`config.mk`:
```
export PLATFORM = sky130hd
export DESIGN_NAME = demux_dispatch
export DESIGN_NICKNAME = d
export VERILOG_FILES = /design/src/rtl/demux_pkg.sv /design/src/rtl/sync_fifo.sv /design/src/rtl/demux_dispatch.sv
export SDC_FILE = /design/constraint.sdc
export NUM_CORES = 1
export LEC_CHECK = 0
export ABC_AREA = 1
export CAP_MARGIN = 20
export CORE_AREA = 10 10 68 85
export CTS_CLUSTER_DIAMETER = 80
export DETAILED_ROUTE_END_ITERATION = 16
export DIE_AREA = 0 0 78 95
export PLACE_DENSITY = 0.68
export SLEW_MARGIN = 10
export SYNTH_ARGS = -nofsm -noshare
export SYNTH_HDL_FRONTEND = slang
export SYNTH_SLANG_ARGS = --single-unit
```
`constraint.sdc`:
```
create_clock -name clk -period 4.55 [get_ports clk]
set_clock_uncertainty 0.15 [all_clocks]
set_input_delay 1.365 -clock clk [delete_from_list [all_inputs] [get_ports clk]]
set_output_delay 1.365 -clock clk [all_outputs]
set_load 0.01 [all_outputs]
```
`src/rtl/demux_pkg.sv`:
```
// Shared constants and types for the 4-way demux feeder.
package demux_pkg;
  localparam int NUM_CH = 4;
  localparam int DEST_W = 2;

  typedef logic [DEST_W-1:0] dest_t;

  function automatic dest_t rr_next(input dest_t p);
    return p + dest_t'(1);
  endfunction
endpackage

```
`src/rtl/sync_fifo.sv`:
```
// Synchronous FIFO with exact occupancy count and synchronous clear; reset is sync active-low.
module sync_fifo #(
  parameter  int W     = 6,
  parameter  int DEPTH = 4,
  localparam int AW    = $clog2(DEPTH)
) (
  input  logic          clk,
  input  logic          rst_n,
  input  logic          clr,
  input  logic          push,
  input  logic          pop,
  input  logic [W-1:0]  wdata,
  output logic [W-1:0]  rdata,
  output logic          full,
  output logic          empty,
  output logic [AW:0]   count
);
  logic [W-1:0]  mem [DEPTH];
  logic [AW-1:0] wr_ptr, rd_ptr;
  logic          do_push, do_pop;

  assign full    = (count == (AW+1)'(DEPTH));
  assign empty   = (count == '0);
  assign do_push = push && !full;
  assign do_pop  = pop && !empty;
  assign rdata   = mem[rd_ptr];

  always_ff @(posedge clk) begin
    if (!rst_n || clr) begin
      wr_ptr <= '0;
      rd_ptr <= '0;
      count  <= '0;
    end else begin
      if (do_push) wr_ptr <= wr_ptr + 1'b1;
      if (do_pop)  rd_ptr <= rd_ptr + 1'b1;
      case ({do_push, do_pop})
        2'b10:   count <= count + 1'b1;
        2'b01:   count <= count - 1'b1;
        default: count <= count;
      endcase
    end
  end

  // Storage needs no reset; occupancy gates every read.
  always_ff @(posedge clk) begin
    if (rst_n && !clr && do_push) mem[wr_ptr] <= wdata;
  end
endmodule

```
`src/rtl/demux_dispatch.sv`:
```
// Buffers stream words and issues one registered (sel, data, valid) per cycle to the demux.
// Optional DISPATCH_STATS_EN adds per-channel saturating dispatch counters on stat_cnt.
module demux_dispatch
  import demux_pkg::*;
#(
  parameter  int W     = 4,
  parameter  int DEPTH = 4,
  localparam int CW    = $clog2(DEPTH) + 1
) (
  input  logic              clk,
  input  logic              rst_n,
  input  logic              in_valid,
  output logic              in_ready,
  input  logic [W-1:0]      in_data,
  input  logic [DEST_W-1:0] in_dest,
  input  logic              rr_mode,
  input  logic              flush,
  input  logic [NUM_CH-1:0] chan_ready,
  output logic [DEST_W-1:0] out_sel,
  output logic [W-1:0]      out_data,
  output logic              out_valid,
  output logic [CW-1:0]     fifo_count
`ifdef DISPATCH_STATS_EN
  ,
  output logic [NUM_CH*8-1:0] stat_cnt
`endif
);
  typedef struct packed {
    dest_t          dest;
    logic [W-1:0]   data;
  } entry_t;

  entry_t wr_e, rd_e;
  logic   full, empty, push, disp;
  dest_t  rr_ptr, eff_dest;

  assign wr_e     = '{dest: in_dest, data: in_data};
  assign in_ready = rst_n && !full;
  assign push     = in_valid && in_ready;
  assign eff_dest = rr_mode ? rr_ptr : rd_e.dest;
  assign disp     = !empty && chan_ready[eff_dest] && !flush;

  sync_fifo #(.W(W + DEST_W), .DEPTH(DEPTH)) u_fifo (
    .clk   (clk),
    .rst_n (rst_n),
    .clr   (flush),
    .push  (push),
    .pop   (disp),
    .wdata (wr_e),
    .rdata (rd_e),
    .full  (full),
    .empty (empty),
    .count (fifo_count)
  );

  // rr_ptr only moves on a round-robin dispatch, so flush and mode changes keep it.
  always_ff @(posedge clk) begin
    if (!rst_n) begin
      out_valid <= 1'b0;
      out_sel   <= '0;
      out_data  <= '0;
      rr_ptr    <= '0;
    end else begin
      out_valid <= disp;
      if (disp) begin
        out_sel  <= eff_dest;
        out_data <= rd_e.data;
        if (rr_mode) rr_ptr <= rr_next(rr_ptr);
      end
    end
  end

`ifdef DISPATCH_STATS_EN
  for (genvar ch = 0; ch < NUM_CH; ch++) begin : g_stat
    logic [7:0] cnt;
    always_ff @(posedge clk) begin
      if (!rst_n || flush)
        cnt <= '0;
      else if (disp && eff_dest == dest_t'(ch) && cnt != 8'hFF)
        cnt <= cnt + 8'd1;
    end
    assign stat_cnt[ch*8 +: 8] = cnt;
  end
`endif
endmodule

```
# Yosys cells after proc, flatten, opt, wreduce, memory -nomap -nowiden
# Memory sizes are Yosys's and may differ from the RTL's. A register that Yosys moved wholly into a read port is not among the register bits.
# Cells that the tools add are included.
dict set report totals {
  elab_cells 41
  regBits 16
  mem_bits_rw 24
  out_inout_bits 11
  inputBits 15
  memories 1
}
# memory words width rd rd_clocked_by_memory_dff wr line_no
set mem_list {}
lappend mem_list {u_fifo.mem 4 6 1 1 1 sync_fifo.sv:18} ;# logic [W-1:0] mem [DEPTH];
dict set report op_classes {
  mux 8
  reduce_logical 16
  n_eq_ne 3
  n_addsub 5
  magnitude_cmp 1
}
# cell count
set op_table {}
lappend op_table {{logical AND 1 bit} 8}
lappend op_table {{adder 2 x 1 -> 2 bit, second input constant} 3}
lappend op_table {{2-to-1 mux 2 bit} 3}
lappend op_table {{case mux 3 bit (2 select lines)} 1}
lappend op_table {{zero test 1 bit} 4}
lappend op_table {{adder 3 x 1 -> 3 bit, second input constant} 1}
lappend op_table {{equality test 3 bit, second input constant} 1}
lappend op_table {{zero test 3 bit} 1}
lappend op_table {{< comparator 2 x 3 -> 1 bit, second input constant} 1}
lappend op_table {{2-to-1 mux 1 bit} 3}
lappend op_table {{subtractor 3 x 1 -> 3 bit, second input constant} 1}
lappend op_table {{binary-select mux 1 bit (select 2 bit)} 1}
lappend op_table {{equality test 2 x 1 -> 1 bit, second input constant} 1}
lappend op_table {{equality test 2 bit, second input constant} 1}
lappend op_table {{AND reduction 2 bit} 1}
lappend op_table {{nonzero test 2 bit} 1}
lappend op_table {{logical OR 1 bit} 1}

# Longest topological paths before layout
# Gate-level depths: netlist (run 1).
dict set report logic_depth {
  ltp_word 8
  depth_mapped 20
  ltp_nobuf 18
}

# Modules after synthesis
# A second synthesis (run 1) with hierarchy kept.
dict set report hier_totals {
  hier_cells 208
  area_unflattened_um2 1921.8
}
# mod area_per_inst_um2 instances cells_per_inst seq_area_each_um2
set by_module_without_submodules {}
lappend by_module_without_submodules {sync_fifo 1435.1 1 130 900.9}
lappend by_module_without_submodules {demux_dispatch 486.7 1 78 180.2}

# Worst setup path before layout (run 1)
# No wires, ideal clock.
dict set report synth_timing {
  kind {input -> output}
  from {in rst_n}
  to {out in_ready}
  cell_stages 3
  required_ps 3035
  arrival_ps 1981
  slack_ps 1054
  cell_sequence {clkbuf_1 > inv_2 > a31oi_1}
}
dict set report synth_via {
  elab_chain_len 1
}
# item line_no
set synth_lines {}
lappend synth_lines {{start: declaration} demux_dispatch.sv:11} ;# input logic rst_n,
lappend synth_lines {{logical AND 1 bit} demux_dispatch.sv:38} ;# assign in_ready = rst_n && !full;
lappend synth_lines {{end: declaration} demux_dispatch.sv:13} ;# output logic in_ready,
# Every way passes these cells.

# Worst setup path in the final report (run 1)
# Same ends and word-level chain as after synthesis.

==> Flow_metrics.wiki, run 1 <==
{| class="wikitable"
! Metric !! Value
|-
| Most common cell in the netlist || sky130_fd_sc_hd__nand2_1
|-
| Flip-flop and latch count after synthesis || 42
|-
| Clock root buffer master || sky130_fd_sc_hd__clkbuf_8
|-
| Combined area of the multi-input logic cells || 649 µm²
|-
| DRC violation count after routing || 0
|-
| Run status || completed
|-
| Crit path time final || between 4 and 5 ns
|-
| Site row count || 27
|-
| Post-CTS Hold Buffers || 0
|-
| # nets final || 245
|-
| Worst-Skew Late Latency || 0.29 ns
|-
| Largest net degree at the start of global routing || 18
|-
| Unique cell type count in the Yosys netlist || 29
|-
| Routed met2 length || 1.84 mm
|-
| Post-DP HPWL || between 2 and 3 mm
|-
| Tcrit/Tclk final || 0.949
|-
| Top sig layer || met4
|-
| EDFF count, synth || 24
|-
| Top cell type by total area after synthesis || sky130_fd_sc_hd__edfxtp_1
|-
| RSZ-0062 raised after global routing || no
|-
| Sequential cell area || 1080 µm²
|-
| Total grt overflow || 0
|-
| Total setup buffers inserted after CTS || 0
|-
| Layout fillers || around 380
|-
| Total met3 wirelength after detailed routing || 141 µm
|-
| Synthesized cell area || 1900 µm²
|-
| Clock buffers created by TritonCTS || 5
|-
| Syn_area_per_cell || 9.73 µm²
|-
| Kind of cell adding the most delay to the critical path || buffers and inverters
|-
| TritonCTS clock tree || yes
|-
| IO buf count || 25
|-
| Vias in the first global route || about 1300
|-
| Final total negative setup slack || 0 ns
|-
| Die outline height || 95 µm
|-
| Die outline width || slightly below 80 µm
|-
| CP max-delay cell || sky130_fd_sc_hd__clkdlybuf4s50_1
|-
| Number of endpoints with negative hold slack in the final report || 0
|-
| Bufs and invs on worst path || 3
|-
| Largest fanout on the critical path || 3
|-
| 1st-pass router iterations || 6
|-
| Worst hold margin || 0.293 ns
|-
| Gr usage total || 0.101
|-
| Library cell appearing most often on the critical path || sky130_fd_sc_hd__clkdlybuf4s50_1
|-
| Met1 WL || 1.39 mm
|-
| Ratio of cells with drive above 1 in the final layout || 0.138
|-
| Worst rel slew slack || 0.599
|-
| Total wire length after detailed routing || 3.46 mm
|-
| CP peak stage delay || approximately 0.6 ns
|-
| CP required || between 3 and 4 ns
|-
| IR drop worst, VDD || 0.000205 V
|-
| IO Count || 26
|-
| Leakage power total || between 0.9 and 1 nW
|-
| Clock buffer depth || 2
|-
| Kind of launch point of the worst setup path || input pin
|-
| Count of yosys warnings during synthesis || 0
|-
| Most instantiated flip-flop cell in the synthesis netlist || sky130_fd_sc_hd__edfxtp_1
|-
| Wire length of the first global-routing pass || 5.93 mm
|-
| Type of element capturing the critical path || output pin
|-
| Routed Antenna Nets || 0
|-
| Chain of cells forming the critical path || clkdlybuf4s50_1, inv_2, a31oi_1, clkdlybuf4s50_1
|-
| Share of synthesized area occupied by flip-flops and latches || 0.570
|-
| Number of clock sinks || 42
|-
| Max-slew violation count || 0
|-
| Worst min-delay path class || flip-flop to flip-flop
|-
| Antenna Diode Count || 0
|-
| Starting density of the core || 0.449
|-
| Number of DRC markers after the initial detailed-route iteration || 55
|-
| Clock transition at the registers of the reported paths || around 0.070 ns
|-
| Post-CTS sizing || 0
|-
| Total number of H-tree levels || 2
|-
| Arrival time worst endpoint || 2.80 ns
|-
| Synthesized instance count || 195
|-
| DR vias || ~1300
|-
| Core region area || about 4200 µm²
|-
| DIE AREA || 7410 µm²
|-
| Maxcap violations || 0
|-
| Area share of the leading cell type in the synthesized netlist || 0.380
|-
| Setup violation total in the final timing report || 0
|-
| Synth cell count leaders || 31 x sky130_fd_sc_hd__nand2_1, 26 x sky130_fd_sc_hd__inv_1, 24 x sky130_fd_sc_hd__edfxtp_1, 24 x sky130_fd_sc_hd__nor2_1, 18 x sky130_fd_sc_hd__dfxtp_1
|-
| F_max || 232 MHz
|-
| PD cells || 304 nW/µm²
|-
| Worst setup path class || input pin to output pin
|-
| Biggest area contributors in the synthesized netlist || sky130_fd_sc_hd__edfxtp_1 38%, sky130_fd_sc_hd__dfxtp_1 19%, sky130_fd_sc_hd__nand2_1 6.1%
|-
| Vias per cell || 4.64
|-
| Nets in the synthesized netlist || between 200 and 250
|-
| Transition time at the pin with the least slew margin || ~0.6 ns
|-
| Number of antenna violations at the first check in global routing || 0
|-
| Wire length per cell after detailed routing || 12.2 µm
|-
| Area growth from synthesis to layout || 19.5%
|-
| Routability Congestion || a little under 0.8
|-
| Async set-reset flop share out of synthesis || 0
|}
stage by stage:
step	utilization	cells	power, mW	area, µm²	worst slack, ns
global placement	0.517	275	0.476	2180	0.231
CTS	0.537	283	0.696	2270	0.212
finish	0.537	283	0.689	2270	0.233
detailed placement	0.517	275	0.477	2180	0.218
floorplan	-	195	0.450	1900	1.05
global route	0.537	283	0.719	2270	0.122
path summary, 6_finish.rpt:
check / cells past startpoint / to / start / slack [ns]
worst max register to register: 17 / u_fifo.count[2] / flip-flop / 1.50
worst max-delay path: 4 / in_ready / rst_n / 0.23
worst min register to register: 2 / rr_ptr[0] / rr_ptr[0] / 0.29
worst min-delay path: 2 / rr_ptr[0] / rr_ptr[0] / 0.29
routing by layer:
metal,global-route usage,vias up
li1,-,685
met1,0.102,593
met2,0.184,29
met3,0.0276,6
met4,0.0584,0
met5,0,-
power by group:
group,internal (mW),total [mW],switching (mW)
registers,0.406,0.409,0.00309
logic,0.0276,0.0584,0.0308
clock network,0.105,0.222,0.117
total,0.539,0.689,0.150
logic make-up (layout without fill, tap and decap cells):
group / Yosys count / count (layout) / share of synthesized area
compound gates: 27 / 27 / 0.0864
xor+xnor: 1 / 1 / 0.00462
fa+ha+maj: 6 / 6 / 0.0435
buf+inv: 37 / 67 / 0.0877
flops: 42 / 42 / 0.570
simple gates: 82 / 82 / 0.208
flip-flops by register name, indices dropped and copies added (netlist names), named ones only:
register / flops
out_data: 4
u_fifo.mem: 24
u_fifo.count: 3
u_fifo.wr_ptr: 2
u_fifo.rd_ptr: 2
rr_ptr: 2
out_valid: 1
out_sel: 2
cell type report:
type | instances | area share
Inverter | 33 | 0.0547
Timing Repair Buffer | 26 | 0.114
Multi-Input combinational cell | 116 | 0.287
Clock inverter | 2 | 0.00387
Clock buffer | 6 | 0.0320
Sequential cell | 42 | 0.477
Tap cell | 58 | 0.0320
cell usage in the layout (no fill, tap or decap):
cell,instances
sky130_fd_sc_hd__a211oi_1,1
sky130_fd_sc_hd__a21oi_1,6
sky130_fd_sc_hd__a21oi_2,1
sky130_fd_sc_hd__a31oi_1,1
sky130_fd_sc_hd__a31oi_4,1
sky130_fd_sc_hd__buf_4,1
sky130_fd_sc_hd__clkbuf_1,1
sky130_fd_sc_hd__clkbuf_8,5
sky130_fd_sc_hd__clkdlybuf4s50_1,25
sky130_fd_sc_hd__clkinv_1,3
sky130_fd_sc_hd__clkinv_2,1
sky130_fd_sc_hd__dfxtp_1,18
sky130_fd_sc_hd__edfxtp_1,24
sky130_fd_sc_hd__fa_1,1
sky130_fd_sc_hd__ha_1,5
sky130_fd_sc_hd__inv_1,26
sky130_fd_sc_hd__inv_2,5
sky130_fd_sc_hd__nand2_1,31
sky130_fd_sc_hd__nand2_2,4
sky130_fd_sc_hd__nand2_4,2
sky130_fd_sc_hd__nand3_1,9
sky130_fd_sc_hd__nand3_2,4
sky130_fd_sc_hd__nand4_1,1
sky130_fd_sc_hd__nor2_1,24
sky130_fd_sc_hd__nor2_2,6
sky130_fd_sc_hd__nor2_4,1
sky130_fd_sc_hd__o21ai_0,11
sky130_fd_sc_hd__o21ai_1,2
sky130_fd_sc_hd__o22ai_1,4
sky130_fd_sc_hd__xor2_1,1
worst register-to-register path, stage by stage, from the launching register on:
cell,delay (ns)
sky130_fd_sc_hd__dfxtp_1,0.62
sky130_fd_sc_hd__inv_2,0.21
sky130_fd_sc_hd__nand2_1,0.10
sky130_fd_sc_hd__nand3_1,0.08
sky130_fd_sc_hd__nand3_2,0.11
sky130_fd_sc_hd__nand2_2,0.08
sky130_fd_sc_hd__nand2_1,0.08
sky130_fd_sc_hd__nand3_2,0.08
sky130_fd_sc_hd__nand2_4,0.10
sky130_fd_sc_hd__nand2_4,0.16
sky130_fd_sc_hd__inv_2,0.09
sky130_fd_sc_hd__ha_1,0.13
sky130_fd_sc_hd__inv_1,0.06
sky130_fd_sc_hd__fa_1,0.38
sky130_fd_sc_hd__a21oi_1,0.16
sky130_fd_sc_hd__o21ai_0,0.12
sky130_fd_sc_hd__o21ai_0,0.17
sky130_fd_sc_hd__a21oi_1,0.05
Power figures use the tool's default switching activity.
==> inputs of run 2 (changes only) <==
--- a/config.mk
+++ b/config.mk
@@ -6,7 +6,7 @@
 export NUM_CORES = 1
 export LEC_CHECK = 0
 export ABC_AREA = 1
-export CAP_MARGIN = 20
+export CAP_MARGIN = 10
 export CORE_AREA = 10 10 68 85
 export CTS_CLUSTER_DIAMETER = 80
 export DETAILED_ROUTE_END_ITERATION = 16
==> constraint.sdc (replaced) <==
create_clock -name clk -period 4.6 [get_ports clk]
set_clock_uncertainty 0.15 [all_clocks]
set_input_delay 1.38 -clock clk [delete_from_list [all_inputs] [get_ports clk]]
set_output_delay 1.38 -clock clk [all_outputs]
set_load 0.01 [all_outputs]
==> run 2 against run 1 <==
Final cell count unchanged. Clock-buffer cell count up 2. Highest routed layer unchanged. Sequential share of layout area down 0.18 points. Combinational power about the same. Total power up 1.4%.
==> Flow_metrics.wiki, run 2 (same netlist as run 1, synthesis figures left out) <==
{| class="wikitable"
! Metric !! Value
|-
| Total number of H-tree levels || 2
|-
| Total setup buffers inserted after CTS || 0
|-
| Chain of cells forming the critical path || clkdlybuf4s50_1, inv_2, a31oi_1, clkdlybuf4s50_1
|-
| Die outline height || 95 µm
|-
| Largest register by flop count || u_fifo.mem
|-
| 1st-pass router iterations || 4
|-
| Arrival time worst endpoint || 2.81 ns
|-
| Setup violation total in the final timing report || 0
|-
| Transition time at the pin with the least slew margin || 0.604 ns
|-
| Routability Congestion || 0.765
|-
| Endpoint of the lowest-slack register-to-register path || u_fifo.count[2]
|-
| Antenna Diode Count || 0
|-
| Worst min-delay path class || flip-flop to flip-flop
|-
| Hold path cells || 2
|-
| Vias per cell || 4.59
|-
| Die outline width || 78 µm
|-
| Post-DP HPWL || 2.55 mm
|-
| Tcrit/Tclk final || 0.943
|-
| Type of element capturing the critical path || output pin
|-
| DRC violation count after routing || 0
|-
| Worst rel slew slack || 0.596
|-
| F_max || 231 MHz
|-
| Most common cell after layout, fill and taps aside || sky130_fd_sc_hd__nand2_1
|-
| Wire length of the first global-routing pass || 5.87 mm
|-
| TritonCTS clock tree || yes
|-
| Clock buffers created by TritonCTS || 5
|-
| Placed Cells incl. Taps || 275
|-
| Flip-flop count of the largest register, all copies and words added || 24
|-
| DP Area || 2180 µm²
|-
| Starting density of the core || 0.449
|-
| RSZ-0062 raised after global routing || no
|-
| Post-route cell area || 2270 µm²
|-
| Commonest non-fill, non-tap cells in the layout || 31 x sky130_fd_sc_hd__nand2_1, 26 x sky130_fd_sc_hd__inv_1, 25 x sky130_fd_sc_hd__clkdlybuf4s50_1
|-
| Largest fanout on the critical path || 3
|-
| DR vias || 1300
|-
| Number of DRC markers after the initial detailed-route iteration || 62
|-
| Combined area of the multi-input logic cells || about 650 µm²
|-
| Clock buffer depth || 2
|-
| Worst R2R Setup Slack || about 1.6 ns
|-
| Worst setup path class || input pin to output pin
|-
| Worst Hold Path EP || rr_ptr[0]
|-
| Number of endpoints with negative hold slack in the final report || 0
|-
| Wire length per cell after detailed routing || about 12 µm
|-
| Worst-Skew Late Latency || 0.29 ns
|-
| Clock root buffer master || sky130_fd_sc_hd__clkbuf_8
|-
| Kind of launch point of the worst setup path || input pin
|-
| DIE AREA || roughly 7400 µm²
|-
| Run status || completed
|-
| Layout Utilization || 0.539
|-
| Area growth from synthesis to layout || 19.9%
|-
| IO buf count || 25
|-
| Crit path time final || 4.34 ns
|-
| PD cells || 307 nW/µm²
|-
| IO Count || 26
|-
| Largest registers || u_fifo.mem (24), out_data (4), u_fifo.count (3)
|-
| Routed Antenna Nets || 0
|-
| Startpoint of the tightest hold check path || rr_ptr[0]
|-
| CP required || 3.07 ns
|-
| IR drop worst, VDD || about 0.00018 V
|-
| Sequential cell area || 1080 µm²
|-
| Overall power || 699 µW
|-
| Max-slew violation count || 0
|-
| Library cell appearing most often on the critical path || sky130_fd_sc_hd__clkdlybuf4s50_1
|-
| Post-CTS Hold Buffers || 0
|-
| CP max-delay cell || sky130_fd_sc_hd__clkdlybuf4s50_1
|-
| Layout fillers || 383
|-
| Ratio of cells with drive above 1 in the final layout || 0.138
|-
| # nets final || 245
|-
| Largest net degree at the start of global routing || 18
|-
| Gr usage total || 0.0998
|-
| Total grt overflow || 0
|-
| Post-CTS sizing || 0
|-
| CP peak stage delay || 0.59 ns
|-
| Maxcap violations || 0
|-
| Core region area || 4220 µm²
|-
| Vias in the first global route || between 1000 and 1500
|-
| Site row count || 27
|-
| Number of antenna violations at the first check in global routing || 0
|-
| Leakage power total || between 0.9 and 1 nW
|-
| Clock transition at the registers of the reported paths || 0.07 ns
|-
| Final total negative setup slack || 0 ns
|-
| Number of clock sinks || 42
|-
| Total wire length after detailed routing || roughly 3.4 mm
|-
| Final cell count without fillers || 283
|-
| Cells on worst reg2reg path || 17
|}
[run 2: metal layers]
layer | vias to the layer above | track usage | wire length, µm | part of all wire
li1 | 685 | - | - | -
met1 | 587 | 0.101 | 1400 | 0.41
met2 | 24 | 0.181 | 1820 | 0.53
met3 | 4 | 0.0266 | 146 | 0.042
met4 | 0 | 0.0584 | 71 | 0.021
met5 | - | 0 | 0 | 0
[run 2: cell type report]
class,count,share of cell area
Clock buffer,8,0.0396
Multi-Input combinational cell,116,0.285
Sequential cell,42,0.475
Timing Repair Buffer,26,0.113
Inverter,33,0.0545
Tap cell,58,0.0319
[run 2: power breakdown]
group          switching, mW  leakage [nW]  internal (mW)  total, mW
Clock                  0.114        0.0455          0.122      0.236
Combinational         0.0307         0.502         0.0273     0.0581
Sequential           0.00300         0.362          0.402      0.405
[run 2: how the worst max path moves through the flow]
stage                     start        to
after global routing      rst_n  in_ready
after floorplan           rst_n  in_ready
after CTS                 rst_n  in_ready
after global placement    rst_n  in_ready
final                     rst_n  in_ready
after detailed placement  rst_n  in_ready
[run 2: stage by stage]
| stage | worst slack (ns) | hold slack, ns |
|---|---|---|
| floorplan | 1.07 | 0.271 |
| CTS | 0.248 | 0.297 |
| global placement | 0.251 | 0.282 |
| global route | 0.169 | 0.328 |
| detailed placement | 0.254 | 0.287 |
| finish | 0.262 | 0.295 |
[run 2: critical path: cells and delay by family]
kind	cells	cell delay (ns)
buf+inv	3	1.21
compound gates	1	0.23
